--- src/rtl/mem_bus_pkg.sv ---
// Shared constants and helpers for the native processor memory bus.
// Master IDs, default bus widths, request decode and a saturating counter step.
package mem_bus_pkg;

  localparam logic MID_CPU = 1'b0;
  localparam logic MID_AUX = 1'b1;

  localparam int ADDR_W = 32;
  localparam int DATA_W = 32;
  localparam int MASK_W = DATA_W / 8;

  function automatic logic is_req(input logic rstrb, input logic [MASK_W-1:0] wmask);
    return rstrb | (|wmask);
  endfunction

  function automatic logic [31:0] sat_inc(input logic [31:0] v);
    return (&v) ? v : v + 32'd1;
  endfunction

endpackage

--- src/rtl/mem_rd_tag_pipe.sv ---
// {valid, id} delay line tagging each slave read with the master that issued it.
// Latency: DEPTH cycles in to out; never stalls, accepts one tag every cycle.
module mem_rd_tag_pipe #(
  parameter int DEPTH = 1
) (
  input  logic clk_i,
  input  logic rst_i,
  input  logic in_vld_i,
  input  logic in_id_i,
  output logic out_vld_o,
  output logic out_id_o
);

  logic [DEPTH-1:0] vld_q, vld_d;
  logic [DEPTH-1:0] id_q, id_d;

  always_comb begin
    vld_d    = vld_q;
    id_d     = id_q;
    vld_d[0] = in_vld_i;
    id_d[0]  = in_id_i;
    for (int i = 1; i < DEPTH; i++) begin
      vld_d[i] = vld_q[i-1];
      id_d[i]  = id_q[i-1];
    end
  end

  // Clearing the valids on reset is what discards in-flight read responses.
  always_ff @(posedge clk_i or posedge rst_i) begin
    if (rst_i) begin
      vld_q <= '0;
      id_q  <= '0;
    end else begin
      vld_q <= vld_d;
      id_q  <= id_d;
    end
  end

  assign out_vld_o = vld_q[DEPTH-1];
  assign out_id_o  = id_q[DEPTH-1];

endmodule

--- src/rtl/mem_arbiter.sv ---
// Round-robin two-master arbiter for one RAM port; MEM_ARBITER_STATS_EN adds grant/conflict counters.
// Latency: zero-cycle request mux, RD_LATENCY-cycle tagged rvalid; loser sees busy until granted.
module mem_arbiter
  import mem_bus_pkg::*;
#(
  parameter int ADDR_W     = mem_bus_pkg::ADDR_W,
  parameter int DATA_W     = mem_bus_pkg::DATA_W,
  parameter int RD_LATENCY = 1
) (
  input  logic                clk_i,
  input  logic                rst_i,
  input  logic [ADDR_W-1:0]   m0_addr_i,
  input  logic                m0_rstrb_i,
  input  logic [DATA_W/8-1:0] m0_wmask_i,
  input  logic [DATA_W-1:0]   m0_wdata_i,
  output logic [DATA_W-1:0]   m0_rdata_o,
  output logic                m0_rvalid_o,
  output logic                m0_busy_o,
  input  logic [ADDR_W-1:0]   m1_addr_i,
  input  logic                m1_rstrb_i,
  input  logic [DATA_W/8-1:0] m1_wmask_i,
  input  logic [DATA_W-1:0]   m1_wdata_i,
  output logic [DATA_W-1:0]   m1_rdata_o,
  output logic                m1_rvalid_o,
  output logic                m1_busy_o,
`ifdef MEM_ARBITER_STATS_EN
  output logic [31:0]         m0_grants_o,
  output logic [31:0]         m1_grants_o,
  output logic [31:0]         conflicts_o,
`endif
  output logic [ADDR_W-1:0]   s_addr_o,
  output logic                s_rstrb_o,
  output logic [DATA_W/8-1:0] s_wmask_o,
  output logic [DATA_W-1:0]   s_wdata_o,
  input  logic [DATA_W-1:0]   s_rdata_i
);

  typedef struct packed {
    logic [ADDR_W-1:0]   addr;
    logic                rstrb;
    logic [DATA_W/8-1:0] wmask;
    logic [DATA_W-1:0]   wdata;
  } req_t;

  req_t m0_req, m1_req, s_req;
  logic m0_vld, m1_vld;
  logic gnt_vld, gnt_id;
  logic last_q, last_d;
  logic tag_vld, tag_id;

  always_comb begin
    m0_req.addr  = m0_addr_i;
    m0_req.rstrb = m0_rstrb_i;
    m0_req.wmask = m0_wmask_i;
    m0_req.wdata = m0_wdata_i;
    m1_req.addr  = m1_addr_i;
    m1_req.rstrb = m1_rstrb_i;
    m1_req.wmask = m1_wmask_i;
    m1_req.wdata = m1_wdata_i;

    m0_vld  = is_req(m0_rstrb_i, m0_wmask_i);
    m1_vld  = is_req(m1_rstrb_i, m1_wmask_i);
    gnt_vld = m0_vld | m1_vld;

    // On a tie the master that did not win last time goes first.
    gnt_id = MID_CPU;
    if (m0_vld && m1_vld) gnt_id = ~last_q;
    else if (m1_vld)      gnt_id = MID_AUX;

    last_d = gnt_vld ? gnt_id : last_q;

    s_req = '0;
    if (gnt_vld) s_req = (gnt_id == MID_AUX) ? m1_req : m0_req;
  end

  always_ff @(posedge clk_i or posedge rst_i) begin
    if (rst_i) last_q <= MID_AUX;
    else       last_q <= last_d;
  end

  assign m0_busy_o = m0_vld & ~(gnt_vld & (gnt_id == MID_CPU));
  assign m1_busy_o = m1_vld & ~(gnt_vld & (gnt_id == MID_AUX));

  assign s_addr_o  = s_req.addr;
  assign s_rstrb_o = s_req.rstrb;
  assign s_wmask_o = s_req.wmask;
  assign s_wdata_o = s_req.wdata;

  mem_rd_tag_pipe #(
    .DEPTH(RD_LATENCY)
  ) u_tag_pipe (
    .clk_i    (clk_i),
    .rst_i    (rst_i),
    .in_vld_i (s_req.rstrb),
    .in_id_i  (gnt_id),
    .out_vld_o(tag_vld),
    .out_id_o (tag_id)
  );

  // Read data is broadcast; only the tagged master's rvalid qualifies it.
  assign m0_rdata_o  = s_rdata_i;
  assign m1_rdata_o  = s_rdata_i;
  assign m0_rvalid_o = tag_vld & (tag_id == MID_CPU);
  assign m1_rvalid_o = tag_vld & (tag_id == MID_AUX);

`ifdef MEM_ARBITER_STATS_EN
  logic [31:0] m0_grants_q, m0_grants_d;
  logic [31:0] m1_grants_q, m1_grants_d;
  logic [31:0] conflicts_q, conflicts_d;

  always_comb begin
    m0_grants_d = m0_grants_q;
    m1_grants_d = m1_grants_q;
    conflicts_d = conflicts_q;
    if (m0_vld && !m0_busy_o) m0_grants_d = sat_inc(m0_grants_q);
    if (m1_vld && !m1_busy_o) m1_grants_d = sat_inc(m1_grants_q);
    if (m0_vld && m1_vld)     conflicts_d = sat_inc(conflicts_q);
  end

  always_ff @(posedge clk_i or posedge rst_i) begin
    if (rst_i) begin
      m0_grants_q <= '0;
      m1_grants_q <= '0;
      conflicts_q <= '0;
    end else begin
      m0_grants_q <= m0_grants_d;
      m1_grants_q <= m1_grants_d;
      conflicts_q <= conflicts_d;
    end
  end

  assign m0_grants_o = m0_grants_q;
  assign m1_grants_o = m1_grants_q;
  assign conflicts_o = conflicts_q;
`endif

endmodule

--- config.mk ---
export PLATFORM = sky130hd
export DESIGN_NAME = mem_arbiter
export DESIGN_NICKNAME = d
export VERILOG_FILES = /design/src/rtl/mem_bus_pkg.sv /design/src/rtl/mem_rd_tag_pipe.sv /design/src/rtl/mem_arbiter.sv
export SDC_FILE = /design/constraint.sdc
export NUM_CORES = 1
export LEC_CHECK = 0
export CAP_MARGIN = 10
export CORE_AREA = 3 3 117 119
export DETAILED_ROUTE_END_ITERATION = 8
export DIE_AREA = 0 0 120 122
export GPL_TIMING_DRIVEN = 1
export HOLD_SLACK_MARGIN = 0.12
export PLACE_DENSITY = 0.55
export SLEW_MARGIN = 20
export SYNTH_ARGS = -nofsm -noshare
export SYNTH_HDL_FRONTEND = slang
export SYNTH_SLANG_ARGS = --single-unit
--- constraint.sdc ---
create_clock -name clk_i -period 2.71 [get_ports clk_i]
set_clock_uncertainty 0.15 [all_clocks]
set_input_delay 0.542 -clock clk_i [delete_from_list [all_inputs] [get_ports clk_i]]
set_output_delay 0.542 -clock clk_i [all_outputs]
set_load 0.02 [all_outputs]
* Word-level counts from Yosys, hierarchy flattened
Index checks and enable logic that the tools add are counted.
Word-level totals: input port bits 172, register bits 3, output and inout port bits 137
Operators by class: bitwise logic cells 14, reduce and logical (&&, ||, !) cells 3, multiplexer cells 4
Operators with widths (number):
- 69-bit 2-to-1 mux | 2
- 4-bit OR reduction | 2
- 1-bit AND | 6
- 1-bit inverter | 5
- 1-bit bitwise OR | 3
- 1-bit 2-to-1 mux | 2
- 1-bit logical AND | 1

* Depth between registers and ports, before layout
Gate-level depths: netlist (run 1).
word-level depth 8, mapped depth 6

* Modules after synthesis
Synthesis (run 1) repeated with hierarchy kept, for this count alone.
Second synthesis, totals: cells, all modules 335, area total of the unflattened synthesis 2334.7 um^2
Modules (own cells, without submodules):
- mem_arbiter | times used 1, area an instance 2280.9 um^2, cells each 332
- mem_rd_tag_pipe | times used 1, area an instance 53.8 um^2, cells each 3

* Least setup slack after synthesis (run 1)
Ideal clock, no wire load.
path type input port to output port, start in m0_wmask_i[3], end out s_wmask_o[0], stages on the path 4, slack 0.101 ns, required time 2.018 ns, arrival time 1.917 ns, path buffers 1, cells stage by stage or4_4 > o21a_1 > buf_6 > o21ai_0
Between the ends: cells in the longest elaborated chain, start to end 6, elaborated cells on any way between the ends 7, those cells by class mux (3); bitwise (2); reduce/logical (2)
RTL lines:
- from (decl) | line mem_arbiter.sv:14 | input logic [DATA_W/8-1:0] m0_wmask_i,
- 4-bit OR reduction * | line mem_bus_pkg.sv:13 | return rstrb | (|wmask);
- 1-bit bitwise OR * | line mem_bus_pkg.sv:13
- 1-bit logical AND | line mem_arbiter.sv:67 | if (m0_vld && m1_vld) gnt_id = ~last_q;
- 1-bit 2-to-1 mux | line mem_arbiter.sv:67
- 69-bit 2-to-1 mux | line mem_arbiter.sv:73 | if (gnt_vld) s_req = (gnt_id == MID_AUX) ? m1_req : m0_req;
- 69-bit 2-to-1 mux * | line mem_arbiter.sv:73
- to (decl) | line mem_arbiter.sv:33 | output logic [DATA_W/8-1:0] s_wmask_o,
Mark *: on every way between the ends. The rest lies on a longest branch, timed or not.

* Worst setup path in the final report (run 1)
start in m1_wmask_i[0], end out s_wdata_o[20]
Between the ends: cells in the longest elaborated chain, start to end 6, elaborated cells on any way between the ends 8, those cells by class mux (4); bitwise (2); reduce/logical (2)
RTL lines:
- from (decl) | line mem_arbiter.sv:21 | input logic [DATA_W/8-1:0] m1_wmask_i,
- 4-bit OR reduction * | line mem_bus_pkg.sv:13
- 1-bit bitwise OR * | line mem_bus_pkg.sv:13
- 1-bit 2-to-1 mux / 1-bit logical AND (equally long branches) | line mem_arbiter.sv:68, mem_arbiter.sv:67
- 1-bit 2-to-1 mux | line mem_arbiter.sv:67
- 69-bit 2-to-1 mux | line mem_arbiter.sv:73
- 69-bit 2-to-1 mux * | line mem_arbiter.sv:73
- to (decl) | line mem_arbiter.sv:34 | output logic [DATA_W-1:0] s_wdata_o,
Marked as above.

==> results.yml, run 1 <==
placed_design:
  io_buffers: 212
  dp_hpwl_um: 8140
  gp_congestion: 0.734
  post-place-ws_ns: -0.783
yosys:
  synth_edf_count: 0
  synth_top_flop_cell: "dfrtp_1"
  synthesis.nets: 507
  synth_area_leaders: "o21ai_0 32%, buf_4 25%, o22ai_1 20%"
  ys_async_sr_fraction_pct: 100
  ys_seq_area_share_pct: 3.78
  synth_commonest_cells: "131 x o21ai_0, 66 x buf_4, 64 x o22ai_1"
  ys_types: 25
  syn_area_um2: 2020
  synthDominantCellAreaShare_pct: 32.5
  avgSynthCellArea_um2: 6.02
  synth_cells: 335
  synth_seq_cells: 3
  yosysWarnings: 0
  synth_area_leader_cell: "o21ai_0"
  synthMostInstantiatedCell: "o21ai_0"
clock_network:
  cts.path.max_buffers: 2
  cts_num_sinks: 3
  cts_root_buf: "clkbuf_16"
  clock_latency_ns: 0.22
  cts_tree: "yes"
  cts_buffers: 3
  clkTransAtPathRegs_ns: 0.03
  cts.htree.levels: 1
  cts_hold_buf: 0
worst_hold_path:
  hold_class: "in2async"
grt:
  gr-total-overflow: 0
  gr-usage-all-layers_pct: 14.9
  grt_pass1_wl_um: 17500
  grt_antenna_before_repair: 0
  grt_max_degree: 52
  first_global_vias: 3122
worst_setup_path:
  arrival_ns: 2.04
  end_kind: "output pin"
  startpoint: "m1_wmask_i[0]"
  cp_max_fo: 37
  ff2ff_path_depth: 3
  crit_type: "in2out"
  required_ns: 2.02
  critPathLaunchType: "primary input"
  rr_startpoint: "last_q"
finish:
  fill_cells: 1331
  drive_above_1_share_pct: 36.4
  area_delta_synth_final_pct: 129
  final_core_util_pct: 36.5
  nNetsFinal: 656
  num_antenna_cells: 0
  multi_input_area_um2: 1680
  regArea_um2: 76.3
route:
  wl_um: 12300
  drtAntennaViolNets: 0
  drc: 0
  routed-via-count: 3166
  first_pass_iters: 4
  wl_per_cell_um: 18.8
  vias_per_cell: 4.83
  drt-initial-drc-count: 153
floorplan:
  start_util_pct: 15.9
  io_pins: 309
  core_area_um2: 12700
  die_area_um2: 14600
  rows: 41
  die_h_um: 122
  die_width_um: 120
power_and_ir_drop:
  pwr-share-clk_pct: 8.6
  power_switching_share_pct: 45.8
  combPwrFrac_pct: 88.7
  power.density_nw_per_um2: 586
  leakage_nw: 1.72
  seqPwrFrac_pct: 2.7
  total_power_mw: 2.71
  switching_power_mw: 1.24
  p_int_mw: 1.47
  vdd_drop_max_mv: 0.223
flow_run:
  max_cap_violations: 0
sta:
  max_freq_ghz: 0.366
  hold_violations: 0
  slew_headroom_pct: 73.3
  fin_crit_sh_pct: 101
  slew_viol_final: 0
  fin_crit_ns: 2.73
  rsz0062_at_grt: "yes"
  setup_viol: 2
  fin_ws_ns: -0.0201
  tightest_slew_ns: 0.397
status:
  violations: "negative setup slack"
  run_status: "finished with violations"
## state kept, by name (all words and copies together) (netlist names)
| signal | cells |
|---|---|
| u_tag_pipe.out_id_o | 1 |
| last_q | 1 |
| u_tag_pipe.out_vld_o | 1 |
## cell type report
cell class / count / share of cell area, %
Clock buffer: 4 / 1.71
Inverter: 3 / 0.244
Multi-Input combinational cell: 222 / 36.4
Sequential cell: 3 / 1.65
Tap cell: 172 / 4.65
Timing Repair Buffer: 251 / 55.3
## routing by layer
metal | global-route usage, % | wire length, µm | share of wire (%)
met5 | 0 | 0 | 0
met4 | 2.36 | 221 | 1.8
met3 | 2.69 | 940 | 7.6
met2 | 29.3 | 6340 | 51
met1 | 16.9 | 4820 | 39
## cell families (layout without fill, tap and decap cells)
family / after synthesis / after routing / synth area share [%]
buffers and inverters: 110 / 258 / 34.6
AO/OA/AOI/OAI: 206 / 206 / 56.9
AND/OR/NAND/NOR: 16 / 16 / 4.77
flip-flops: 3 / 3 / 3.78
## critical path, cell delays in order
cell and delay (ns):
clkdlybuf4s15_2 0.18, or3_4 0.40, buf_4 0.26, o21ai_0 0.36, o22ai_4 0.12, buf_6 0.15
## worst paths after layout
| path | slack [ns] | endpoint |
|---|---|---|
| max in group asynchronous | 1.84 | last_q |
| setup reg to reg | 1.31 | last_q |
| min in group clk_i | 0.40 | last_q |
| hold reg to reg | 0.40 | last_q |
| hold / removal | 0.35 | u_tag_pipe.out_id_o |
| setup / recovery | -0.02 | s_wdata_o[20] |
## power groups by stage
stage | Clock [mW] | Sequential (mW) | Combinational [mW]
6_report | 0.233 | 0.0729 | 2.41
5_1_grt | 0.245 | 0.0756 | 2.53
4_1_cts | 0.237 | 0.0727 | 2.29
3_5_place_dp | 0 | 0.0717 | 1.76
3_3_place_gp | 0 | 0.0711 | 1.75
2_1_floorplan | 0 | 0.0644 | 1.06
## cells in the final DEF, fill, tap and decap left out, types with 8 or more instances in the layout
cell type        count
clkdlybuf4s50_1    131
o21ai_0             74
buf_4               56
o21ai_1             50
buf_6               37
o22ai_2             27
o22ai_1             22
o22ai_4             15
buf_2                8
buf_12               8
## timing repair
item                       in CTS  in global routing
cloned                          8                  3
pin swaps                       5                  4
resized for setup             462                 89
setup endpoints to repair      71                 66
setup buffers                   6                  1
## stage by stage
stage / area [µm²] / instances / hold slack (ns) / TNS [ns]
floorplan: 2020 / 335 / 0.145 / 0
global placement: 3900 / 637 / 0.384 / -50.10
detailed placement: 3900 / 637 / 0.389 / -50.10
CTS: 4430 / 655 / 0.357 / -0.827
global route: 4620 / 655 / 0.382 / -0.821
finish: 4620 / 655 / 0.353 / -0.0322
Power figures use the tool's default switching activity.
==> run 2, diff against run 1 <==
Settings changed: CELL_PAD_IN_SITES_DETAIL_PLACEMENT from default to 1, CELL_PAD_IN_SITES_GLOBAL_PLACEMENT from default to 2, CORE_AREA 3 3 117 119 to default, CORE_ASPECT_RATIO from default to 1.75, CORE_MARGIN from default to 3, CORE_UTILIZATION from default to 10, CTS_CLUSTER_SIZE from default to 8, DIE_AREA 0 0 120 122 to default, PLACE_DENSITY 0.55 to 0.86.
==> results.yml, run 2 (synthesized netlist as in run 1, its figures left out) <==
route:
  first_pass_iters: 4
  vias_per_cell: 4.51
  drc: 0
  drtAntennaViolNets: 0
  wl_per_cell_um: 20.8
  drt-initial-drc-count: 82
  wl_um: 15500
  routed-via-count: 3361
grt:
  grt_max_degree: 40
  gr-usage-all-layers_pct: 12.9
  grt_pass1_wl_um: 21600
  grt_antenna_before_repair: 1
  first_global_vias: 3606
  gr-total-overflow: 0
floorplan:
  core_area_um2: 19700
  die_width_um: 113
  die_h_um: 194
  start_util_pct: 10.2
  io_pins: 309
  rows: 68
  die_area_um2: 22000
finish:
  multi_input_area_um2: 1710
  regArea_um2: 76.3
  layout_common_cells: "131 x clkdlybuf4s50_1, 70 x buf_4, 62 x o21ai_0, 38 x o21ai_1, 30 x o22ai_2"
  instances_no_fill: 745
  nNetsFinal: 671
  layout_commonest_cell: "clkdlybuf4s50_1"
  fill_cells: 2303
  fin_area_um2: 5010
  area_delta_synth_final_pct: 148
  drive_above_1_share_pct: 42.4
sta:
  hold_violations: 0
  setup_viol: 10
  max_freq_ghz: 0.366
  slew_headroom_pct: 71.5
  fin_crit_ns: 2.73
  rsz0062_at_grt: "yes"
  fin_ws_ns: -0.0205
  fin_crit_sh_pct: 101
  tightest_slew_ns: 0.424
  slew_viol_final: 0
power_and_ir_drop:
  total_power_mw: 2.82
  seqPwrFrac_pct: 2.7
  combPwrFrac_pct: 88.5
  power.density_nw_per_um2: 563
  switching_power_mw: 1.29
  pwr-share-clk_pct: 8.8
  vdd_drop_max_mv: 0.218
  power_switching_share_pct: 45.6
  p_int_mw: 1.54
  leakage_nw: 1.90
placed_design:
  gp_congestion: 0.803
  io_buffers: 212
  dp_hpwl_um: 10300
  dp.cells: 721
  place_area_um2: 4110
flow_run:
  max_cap_violations: 0
status:
  run_status: "finished with violations"
  violations: "negative setup slack"
worst_hold_path:
  hold_class: "in2async"
clock_network:
  cts.path.max_buffers: 2
  cts_hold_buf: 0
  cts.htree.levels: 1
  cts_root_buf: "clkbuf_16"
  cts_num_sinks: 3
  cts_buffers: 3
  clkTransAtPathRegs_ns: 0.03
  cts_tree: "yes"
  clock_latency_ns: 0.23
worst_setup_path:
  critPathLaunchType: "primary input"
  arrival_ns: 2.04
  cp_max_fo: 11
  required_ns: 2.02
  crit_type: "in2out"
  end_kind: "output pin"
## run 2: cell count changes in the layout (fill, tap and decap cells not counted), sizes merged
| cell | before | now |
|---|---|---|
| diode | 0 | 2 |
| dlygate4sd2 | 2 | 1 |
| buf | 113 | 128 |
| clkdlybuf4s15 | 3 | 2 |
| clkbuf | 6 | 5 |
| bufbuf | 0 | 3 |
## run 2: final timing paths
check | start | endpoint | slack, ns | cells past startpoint
max reg2reg | last_q | last_q | 1.07 | 5
max in group asynchronous | rst_i | last_q | 1.83 | 2
max | m0_wmask_i[0] | s_addr_o[28] | -0.02 | 7
min | rst_i | u_tag_pipe.out_id_o | 0.35 | 2
min reg2reg | last_q | last_q | 0.42 | 1
min in group clk_i | last_q | last_q | 0.42 | 1
## run 2: area by class of cell
cell class | instances | share of cell area (%)
Inverter | 3 | 0.225
Timing Repair Buffer | 266 | 56.4
Tap cell | 245 | 6.11
Sequential cell | 3 | 1.52
Antenna cell | 2 | 0.0998
Clock buffer | 4 | 1.57
Multi-Input combinational cell | 222 | 34.1
## run 2: metrics by stage
step / setup TNS, ns / worst slack [ns] / hold WS, ns / utilization (%)
finish: -0.0698 / -0.0205 / 0.353 / 25.4
global route: -1.27 / -0.0603 / 0.370 / 25.4
CTS: -0.0552 / -0.0183 / 0.353 / 23.2
detailed placement: -51.09 / -0.831 / 0.401 / 20.8
global placement: -49.13 / -0.776 / 0.400 / 20.8
floorplan: 0 / 0.101 / 0.145 / -
## run 2: power by group through the flow
stage               Sequential [mW]  Combinational, mW  Clock, mW
finish                       0.0756               2.50      0.248
floorplan                    0.0644               1.06          0
global route                 0.0778               2.62      0.252
global placement             0.0736               1.84          0
CTS                          0.0755               2.28      0.253
detailed placement           0.0741               1.84          0
## run 2: what timing repair did
action                     CTS  global route
gates resized for setup    444           140
buffers inserted             6             0
setup endpoints to repair   71            67
gates cloned                12             0
pin swaps                    8            10
## run 2: critical path, cell delays in order
cell	delay, ns
buf_6	0.09
or4_4	0.56
buf_6	0.16
bufbuf_16	0.28
o21ai_1	0.15
o22ai_2	0.09
buf_4	0.16
## run 2: routing by layer
metal  GRT usage (%)  wire length, µm  part of all wire [%]  vias to the layer above
met2            25.2             8570                    55                      154
met1            11.7             4830                    31                     1589
met4            9.85             1240                   8.0                        0
met3            1.25              860                   5.5                       90
li1                -                -                     -                     1528
met5               0                0                     0                        -
